## src/rtl/servo_spi_sequencer_pkg.sv

```systemverilog
// Shared opcodes, state encoding and frame helpers for the SPI-to-servo sequencer.
package servo_spi_sequencer_pkg;

  localparam logic [1:0] OP_SINGLE = 2'b00;
  localparam logic [1:0] OP_BCAST  = 2'b01;

  localparam logic [2:0] ENC_HDR   = 3'd0;
  localparam logic [2:0] ENC_DHI   = 3'd1;
  localparam logic [2:0] ENC_DLO   = 3'd2;
  localparam logic [2:0] ENC_CHK   = 3'd3;
  localparam logic [2:0] ENC_ISSUE = 3'd4;

  typedef enum logic [2:0] {
    ST_HDR   = ENC_HDR,
    ST_DHI   = ENC_DHI,
    ST_DLO   = ENC_DLO,
    ST_CHK   = ENC_CHK,
    ST_ISSUE = ENC_ISSUE
  } state_t;

  // Opcodes 10/11 are reserved; they are only rejected once the whole frame is in.
  function automatic logic is_legal_op(input logic [1:0] op);
    return (op == OP_SINGLE) || (op == OP_BCAST);
  endfunction

endpackage

```

## src/rtl/servo_spi_sequencer_if.sv

```systemverilog
// Byte input from the SPI receiver plus the cs/addr/data load bus and status.
interface servo_spi_sequencer_if #(
  parameter int ADDRESS_BIT_WIDTH = 2,
  parameter int SIGNAL_BIT_WIDTH  = 16
);
  logic                         rx_valid;
  logic [7:0]                   rx_byte;
  logic                         cs;
  logic [ADDRESS_BIT_WIDTH-1:0] addr;
  logic [SIGNAL_BIT_WIDTH-1:0]  data;
  logic                         busy;
  logic                         err;
  logic [7:0]                   err_count;

  // Sequencer side: consumes bytes, drives the load bus.
  modport master (
    input  rx_valid, rx_byte,
    output cs, addr, data, busy, err, err_count
  );

  // Environment side: supplies bytes, observes the load bus.
  modport slave (
    output rx_valid, rx_byte,
    input  cs, addr, data, busy, err, err_count
  );
endinterface

```

## src/rtl/servo_frame_timeout.sv

```systemverilog
// Inter-byte inactivity timer for SPI command framers.
// expire is asserted while enabled and the count sits at TIMEOUT_CYCLES-1.
module servo_frame_timeout #(
  parameter int TIMEOUT_CYCLES = 100000
) (
  input  logic clk,
  input  logic rst,     // synchronous, active-low
  input  logic clear,
  input  logic enable,
  output logic expire
);
  localparam int CW = (TIMEOUT_CYCLES > 2) ? $clog2(TIMEOUT_CYCLES) : 1;
  localparam logic [CW-1:0] LIMIT = CW'(TIMEOUT_CYCLES - 1);

  logic [CW-1:0] count_reg;

  assign expire = enable && (count_reg == LIMIT);

  // Count idle cycles; any clear, a disabled phase or an expiry restarts from zero.
  always_ff @(posedge clk) begin
    if (!rst) begin
      count_reg <= '0;
    end else if (clear || !enable || expire) begin
      count_reg <= '0;
    end else begin
      count_reg <= count_reg + 1'b1;
    end
  end
endmodule

```

## src/rtl/servo_spi_sequencer.sv

```systemverilog
// Assembles 4-byte SPI command frames, validates the XOR checksum and drives
// single or broadcast register writes onto the servo controller load bus.
module servo_spi_sequencer
  import servo_spi_sequencer_pkg::*;
#(
  parameter int SIGNAL_BIT_WIDTH  = 16,
  parameter int ADDRESS_BIT_WIDTH = 2,
  parameter int PWM_SIGNAL_COUNT  = 4,
  parameter int TIMEOUT_CYCLES    = 100000
) (
  input logic                    clk,
  input logic                    rst,   // synchronous, active-low
  servo_spi_sequencer_if.master  bus
);
  localparam logic [ADDRESS_BIT_WIDTH-1:0] LAST_ADDR = ADDRESS_BIT_WIDTH'(PWM_SIGNAL_COUNT - 1);

  state_t                       state_reg, state_next;
  logic [7:0]                   hdr_reg, hdr_next;
  logic [7:0]                   dhi_reg, dhi_next;
  logic [7:0]                   dlo_reg, dlo_next;
  logic                         cs_reg, cs_next;
  logic [ADDRESS_BIT_WIDTH-1:0] addr_reg, addr_next;
  logic [SIGNAL_BIT_WIDTH-1:0]  data_reg, data_next;
  logic                         busy_reg, busy_next;
  logic                         err_reg, err_next;
  logic [7:0]                   err_count_reg;
  logic                         tmo_enable, tmo_expire;
  logic                         frame_ok;

  assign tmo_enable = (state_reg == ST_DHI) || (state_reg == ST_DLO) || (state_reg == ST_CHK);

  servo_frame_timeout #(.TIMEOUT_CYCLES(TIMEOUT_CYCLES)) u_timeout (
    .clk    (clk),
    .rst    (rst),
    .clear  (bus.rx_valid),
    .enable (tmo_enable),
    .expire (tmo_expire)
  );

  // Checksum byte arrives live in CHK, so validate against rx_byte directly.
  assign frame_ok = ((hdr_reg ^ dhi_reg ^ dlo_reg ^ bus.rx_byte) == 8'h00) && is_legal_op(hdr_reg[7:6]);

  // Frame FSM: next state and the next value of every registered output.
  always_comb begin
    state_next = state_reg;
    hdr_next   = hdr_reg;
    dhi_next   = dhi_reg;
    dlo_next   = dlo_reg;
    addr_next  = addr_reg;
    data_next  = data_reg;
    cs_next    = 1'b0;
    busy_next  = 1'b0;
    err_next   = 1'b0;
    case (state_reg)
      ST_HDR: begin
        if (bus.rx_valid) begin
          hdr_next   = bus.rx_byte;
          state_next = ST_DHI;
        end
      end
      ST_DHI: begin
        if (bus.rx_valid) begin
          dhi_next   = bus.rx_byte;
          state_next = ST_DLO;
        end else if (tmo_expire) begin
          err_next   = 1'b1;
          state_next = ST_HDR;
        end
      end
      ST_DLO: begin
        if (bus.rx_valid) begin
          dlo_next   = bus.rx_byte;
          state_next = ST_CHK;
        end else if (tmo_expire) begin
          err_next   = 1'b1;
          state_next = ST_HDR;
        end
      end
      ST_CHK: begin
        if (bus.rx_valid) begin
          if (frame_ok) begin
            state_next = ST_ISSUE;
            cs_next    = 1'b1;
            busy_next  = 1'b1;
            data_next  = {dhi_reg, dlo_reg};
            addr_next  = (hdr_reg[7:6] == OP_BCAST) ? '0 : hdr_reg[ADDRESS_BIT_WIDTH-1:0];
          end else begin
            err_next   = 1'b1;
            state_next = ST_HDR;
          end
        end else if (tmo_expire) begin
          err_next   = 1'b1;
          state_next = ST_HDR;
        end
      end
      ST_ISSUE: begin
        // Bytes arriving while writes are in flight are discarded as overruns.
        err_next = bus.rx_valid;
        if ((hdr_reg[7:6] == OP_BCAST) && (addr_reg != LAST_ADDR)) begin
          cs_next   = 1'b1;
          busy_next = 1'b1;
          addr_next = addr_reg + 1'b1;
        end else begin
          state_next = ST_HDR;
        end
      end
      default: state_next = ST_HDR;
    endcase
  end

  // State, byte latches and registered outputs.
  always_ff @(posedge clk) begin
    if (!rst) begin
      state_reg <= ST_HDR;
      hdr_reg   <= '0;
      dhi_reg   <= '0;
      dlo_reg   <= '0;
      cs_reg    <= 1'b0;
      addr_reg  <= '0;
      data_reg  <= '0;
      busy_reg  <= 1'b0;
      err_reg   <= 1'b0;
    end else begin
      state_reg <= state_next;
      hdr_reg   <= hdr_next;
      dhi_reg   <= dhi_next;
      dlo_reg   <= dlo_next;
      cs_reg    <= cs_next;
      addr_reg  <= addr_next;
      data_reg  <= data_next;
      busy_reg  <= busy_next;
      err_reg   <= err_next;
    end
  end

  // Saturating error counter, updated alongside the err pulse.
  always_ff @(posedge clk) begin
    if (!rst) begin
      err_count_reg <= '0;
    end else if (err_next && (err_count_reg != 8'hFF)) begin
      err_count_reg <= err_count_reg + 8'd1;
    end
  end

  assign bus.cs        = cs_reg;
  assign bus.addr      = addr_reg;
  assign bus.data      = data_reg;
  assign bus.busy      = busy_reg;
  assign bus.err       = err_reg;
  assign bus.err_count = err_count_reg;
endmodule

```

## src/flat_wrapper.sv

```systemverilog
// flat-port wrapper written by rule: the top's interface ports become plain ports
module servo_spi_sequencer_flat import servo_spi_sequencer_pkg::*;
#(
  parameter int SIGNAL_BIT_WIDTH  = 16,
  parameter int ADDRESS_BIT_WIDTH = 2,
  parameter int PWM_SIGNAL_COUNT  = 4,
  parameter int TIMEOUT_CYCLES    = 100000
)
  (clk, rst, bus_rx_valid, bus_rx_byte, bus_cs, bus_addr, bus_data, bus_busy, bus_err, bus_err_count);
  servo_spi_sequencer_if #(.ADDRESS_BIT_WIDTH(ADDRESS_BIT_WIDTH), .SIGNAL_BIT_WIDTH(SIGNAL_BIT_WIDTH)) bus_i ();
  input logic clk;
  input logic rst;
  input wire logic [$bits(bus_i.rx_valid)-1:0] bus_rx_valid;
  input wire logic [$bits(bus_i.rx_byte)-1:0] bus_rx_byte;
  output wire logic [$bits(bus_i.cs)-1:0] bus_cs;
  output wire logic [$bits(bus_i.addr)-1:0] bus_addr;
  output wire logic [$bits(bus_i.data)-1:0] bus_data;
  output wire logic [$bits(bus_i.busy)-1:0] bus_busy;
  output wire logic [$bits(bus_i.err)-1:0] bus_err;
  output wire logic [$bits(bus_i.err_count)-1:0] bus_err_count;
  assign bus_i.rx_valid = bus_rx_valid;
  assign bus_i.rx_byte = bus_rx_byte;
  assign bus_cs = bus_i.cs;
  assign bus_addr = bus_i.addr;
  assign bus_data = bus_i.data;
  assign bus_busy = bus_i.busy;
  assign bus_err = bus_i.err;
  assign bus_err_count = bus_i.err_count;
  servo_spi_sequencer #(.SIGNAL_BIT_WIDTH(SIGNAL_BIT_WIDTH), .ADDRESS_BIT_WIDTH(ADDRESS_BIT_WIDTH), .PWM_SIGNAL_COUNT(PWM_SIGNAL_COUNT), .TIMEOUT_CYCLES(TIMEOUT_CYCLES)) u_core (.clk(clk), .rst(rst), .bus(bus_i));
endmodule
```

## config.mk

```make
export PLATFORM = sky130hd
export DESIGN_NAME = servo_spi_sequencer_flat
export DESIGN_NICKNAME = d
export VERILOG_FILES = /design/src/rtl/servo_spi_sequencer_pkg.sv /design/src/rtl/servo_spi_sequencer_if.sv /design/src/rtl/servo_frame_timeout.sv /design/src/rtl/servo_spi_sequencer.sv /design/src/flat_wrapper.sv
export SDC_FILE = /design/constraint.sdc
export NUM_CORES = 1
export LEC_CHECK = 0
export ABC_AREA = 1
export BUFFER_PORTS_ARGS = -buffer_cell sky130_fd_sc_hd__buf_2
export CAP_MARGIN = 5
export CORE_UTILIZATION = 51
export DETAILED_ROUTE_END_ITERATION = 10
export PLACE_DENSITY = 0.7
export SYNTH_ARGS = -nofsm -noshare
export SYNTH_HDL_FRONTEND = slang
export SYNTH_SLANG_ARGS = --single-unit
```

## constraint.sdc

```tcl
create_clock -name clk -period 2.2 [get_ports clk]
set_input_delay 0.44 -clock clk [delete_from_list [all_inputs] [get_ports clk]]
set_output_delay 0.44 -clock clk [all_outputs]
set_load 0.01 [all_outputs]
```

==> impl_metrics.env <==
export IMPL_crit_arrival_ps=2160
export IMPL_cts_path_max_buffers=2
export IMPL_htreeDepth=3
export IMPL_slew_headroom_pct=76.0
export IMPL_remaining_drc_errors=4
export IMPL_fin_crit_sh_pct=85.9
export IMPL_numPortBuffers=39
export IMPL_viasPerCell=5.03
export IMPL_nFillCells=611
export IMPL_startpoint="u_core.dhi_reg[6]$_SDFFE_PN0P_"
export IMPL_gr_total_overflow=0
export IMPL_tightestPinTransition_ps=359
export IMPL_wl_um=7060
export IMPL_syn2layout_area_growth_pct=12.0
export IMPL_drtAntennaViolNets=0
export IMPL_clk_insertion_delay_late_ps=340
export IMPL_post_dp_cell_area_sq_um=3690
export IMPL_hold_path_class="input pin to register"
export IMPL_violations="design-rule violations"
export IMPL_nets=529
export IMPL_coreArea_sq_um=6420
export IMPL_setup_tns_ps=0
export IMPL_total_power_mw=2.66
export IMPL_ys_warn_count=0
export IMPL_max_cap_viol_count=0
export IMPL_r2r_start="u_core.dhi_reg[6]$_SDFFE_PN0P_"
export IMPL_antenna_found_initial=0
export IMPL_rrSetupSlack_ps=310
export IMPL_finClkSkew_ps=7.64
export IMPL_cp_start_kind="register"
export IMPL_wl_per_cell_um=11.9
export IMPL_path_clk_slew_ps=70
export IMPL_syn_area_sq_um=3440
export IMPL_crit_slowest_cell="dfxtp_1"
export IMPL_grt_pass1_vias=2700
export IMPL_die_w_um=84.2
export IMPL_finalCriticalPeriod_ps=1890
export IMPL_hold_viol_final=0
export IMPL_fmax_mhz=529
export IMPL_cp_data_required_time_ps=2470
export IMPL_cts_sinks=72
export IMPL_max_stage_delay_ps=420
export IMPL_numCtsBuffers=9
export IMPL_syn_nets=488
export IMPL_worst_setup_path_type="register to register"
export IMPL_n_antenna_cell=0
export IMPL_firstDrtPassIters=7
export IMPL_ys_seq_area_share_pct=41.9
export IMPL_die_area_sq_um=7080
export IMPL_cts_resized=0
export IMPL_largest_reg_flops=17
export IMPL_netlist_cell_type_count=36
export IMPL_syn_avg_cell_area_sq_um=7.26
export IMPL_rsz0062_at_grt="false"
export IMPL_stdcell_area_sq_um=3850
export IMPL_min_delay_start="bus_rx_byte[7]"
export IMPL_holdBufCountCts=0
export IMPL_die_h_um=84.2
export IMPL_std_cell_rows=29
export IMPL_setup_violations_final=0
export IMPL_hold_end="u_core.dhi_reg[7]$_SDFFE_PN0P_"
export IMPL_cts_setup_buffers=0
export IMPL_synth_flop_cell="dfxtp_1"
export IMPL_hpwl_um=4950
export IMPL_gp_congestion=0.805
export IMPL_path_cells="xor2_1 -> nand2_1 -> nand2_1 -> nand3_1 -> nor2_2 -> nand4_4 -> clkinv_2 -> o21ai_0 -> a21oi_1"
export IMPL_synth_edf_count=0
export IMPL_grt_max_degree=40
export IMPL_dr_total_vias=2995
export IMPL_cp_max_fo=25
export IMPL_synth_seq_cells=72
export IMPL_synth_cells=474
export IMPL_status="finished with violations"
export IMPL_drive_above_1_share_pct=17.2
export IMPL_reg2reg_to="u_core.bus.data[4]$_SDFFE_PN0P_"
export IMPL_reg2regPathDepth=9
export IMPL_start_util_pct=53.6
export IMPL_async_reset_ff_share_pct=0
export IMPL_grt_usage_pct=21.3
export IMPL_power_density_nw_per_um2=690
export IMPL_grt_pass1_wl_um=12100
export IMPL_vdd_drop_max_uv=450
export IMPL_cp_common_cell="nand2_1"
export IMPL_cts_root_buf="clkbuf_8"
export IMPL_min_path_cells=3
export IMPL_p_leak_nw=1.65
export IMPL_cts_tree="built"
export IMPL_drv_slew=0
export IMPL_cp_end_kind="register"
export IMPL_drt_initial_drc_count=109
export IMPL_ios=40
-- logic make-up after synthesis --
| kind of cell | count (synthesis) | share of synthesized area (%) |
|---|---|---|
| AOI/OAI and AO/OA | 94 | 14.6 |
| DFF | 72 | 41.9 |
| xor gates and xnor gates | 24 | 6.11 |
| adders and majority gates | 3 | 1.09 |
| buffers and inverters | 78 | 9.38 |
| and+or+nand+nor | 203 | 26.9 |
-- routing by layer --
layer | part of all wire [%] | GRT usage, %
met1 | 47 | 26.1
met2 | 47 | 35.5
met3 | 3.0 | 6.69
met4 | 2.2 | 7.05
met5 | 0 | 0
-- worst max-delay path, delay by kind of cell (launching register included) --
| kind | cells | cell delay [ps] |
|---|---|---|
| AND/OR/NAND/NOR | 5 | 610 |
| XOR/XNOR | 1 | 180 |
| flip-flops | 1 | 420 |
| AO/OA/AOI/OAI | 2 | 260 |
| buffers and inverters | 1 | 330 |
-- power by group --
part	internal (mW)	switching, mW	leakage [nW]
registers	1.36	0.0542	0.584
clock network	0.428	0.448	0.0794
logic	0.137	0.234	0.989
total	1.92	0.736	1.65
-- worst max path at each step --
stage,to,slack (ps)
final,u_core.bus.data[4]$_SDFFE_PN0P_,310
after global routing,u_core.bus.err_count[7]$_SDFFE_PN0P_,50
after CTS,u_core.bus.err_count[5]$_SDFFE_PN0P_,270
after detailed placement,u_core.bus.data[4]$_SDFFE_PN0P_,140
after global placement,u_core.bus.data[5]$_SDFFE_PN0P_,210
after floorplan,u_core.bus.err_count[7]$_SDFFE_PN0P_,510
-- cells in the final DEF (no fill, tap or decap), drive strengths merged --
master and count:
nand2 100, dfxtp 72, inv 61, nor2 54
a21oi 52, buf 44, o21ai 38, nand3 24
nor3 16, xor2 13, clkbuf 13, xnor2 11
clkinv 4, ha 3, nand4 3, or2 3
nor3b 2, a31oi 1, a211oi 1, a221oi 1
o31ai 1, nor4 1
-- synth_stat cells, types with 3 or more instances --
library cell	n	area share, %
buf_6	3	0.98
nor2_1	51	5.6
nor3_2	4	1.2
ha_1	3	1.1
nand3_2	6	1.7
o21ai_0	33	4.8
xnor2_1	11	2.8
a21oi_1	46	6.7
nand2_1	97	11
inv_2	5	0.55
a21oi_2	6	1.5
xor2_1	13	3.3
clkbuf_1	8	0.87
o21ai_1	5	0.73
inv_1	56	6.1
nor3_1	12	1.7
dfxtp_1	72	42
nand3_1	18	2.6
-- layout make-up --
type,count,area (sq um),area share [%]
Multi-Input combinational cell,324,1690,43.8
Sequential cell,72,1440,37.4
Inverter,64,241,6.27
Timing Repair Buffer,44,233,6.04
Clock buffer,13,149,3.86
Tap cell,77,96.3,2.50
Clock inverter,1,5.00,0.130
-- through the flow --
step                      util (%)  cells  setup WS, ps  hold slack (ps)
after floorplan                  -    474           506              418
after global placement        57.5    581           214              433
after detailed placement      57.5    581           136              438
after CTS                     59.8    595           267              390
after global routing          60.0    595          51.6              408
final                         60.0    595           311              398
No activity file was read; power rests on OpenSTA's default activity.
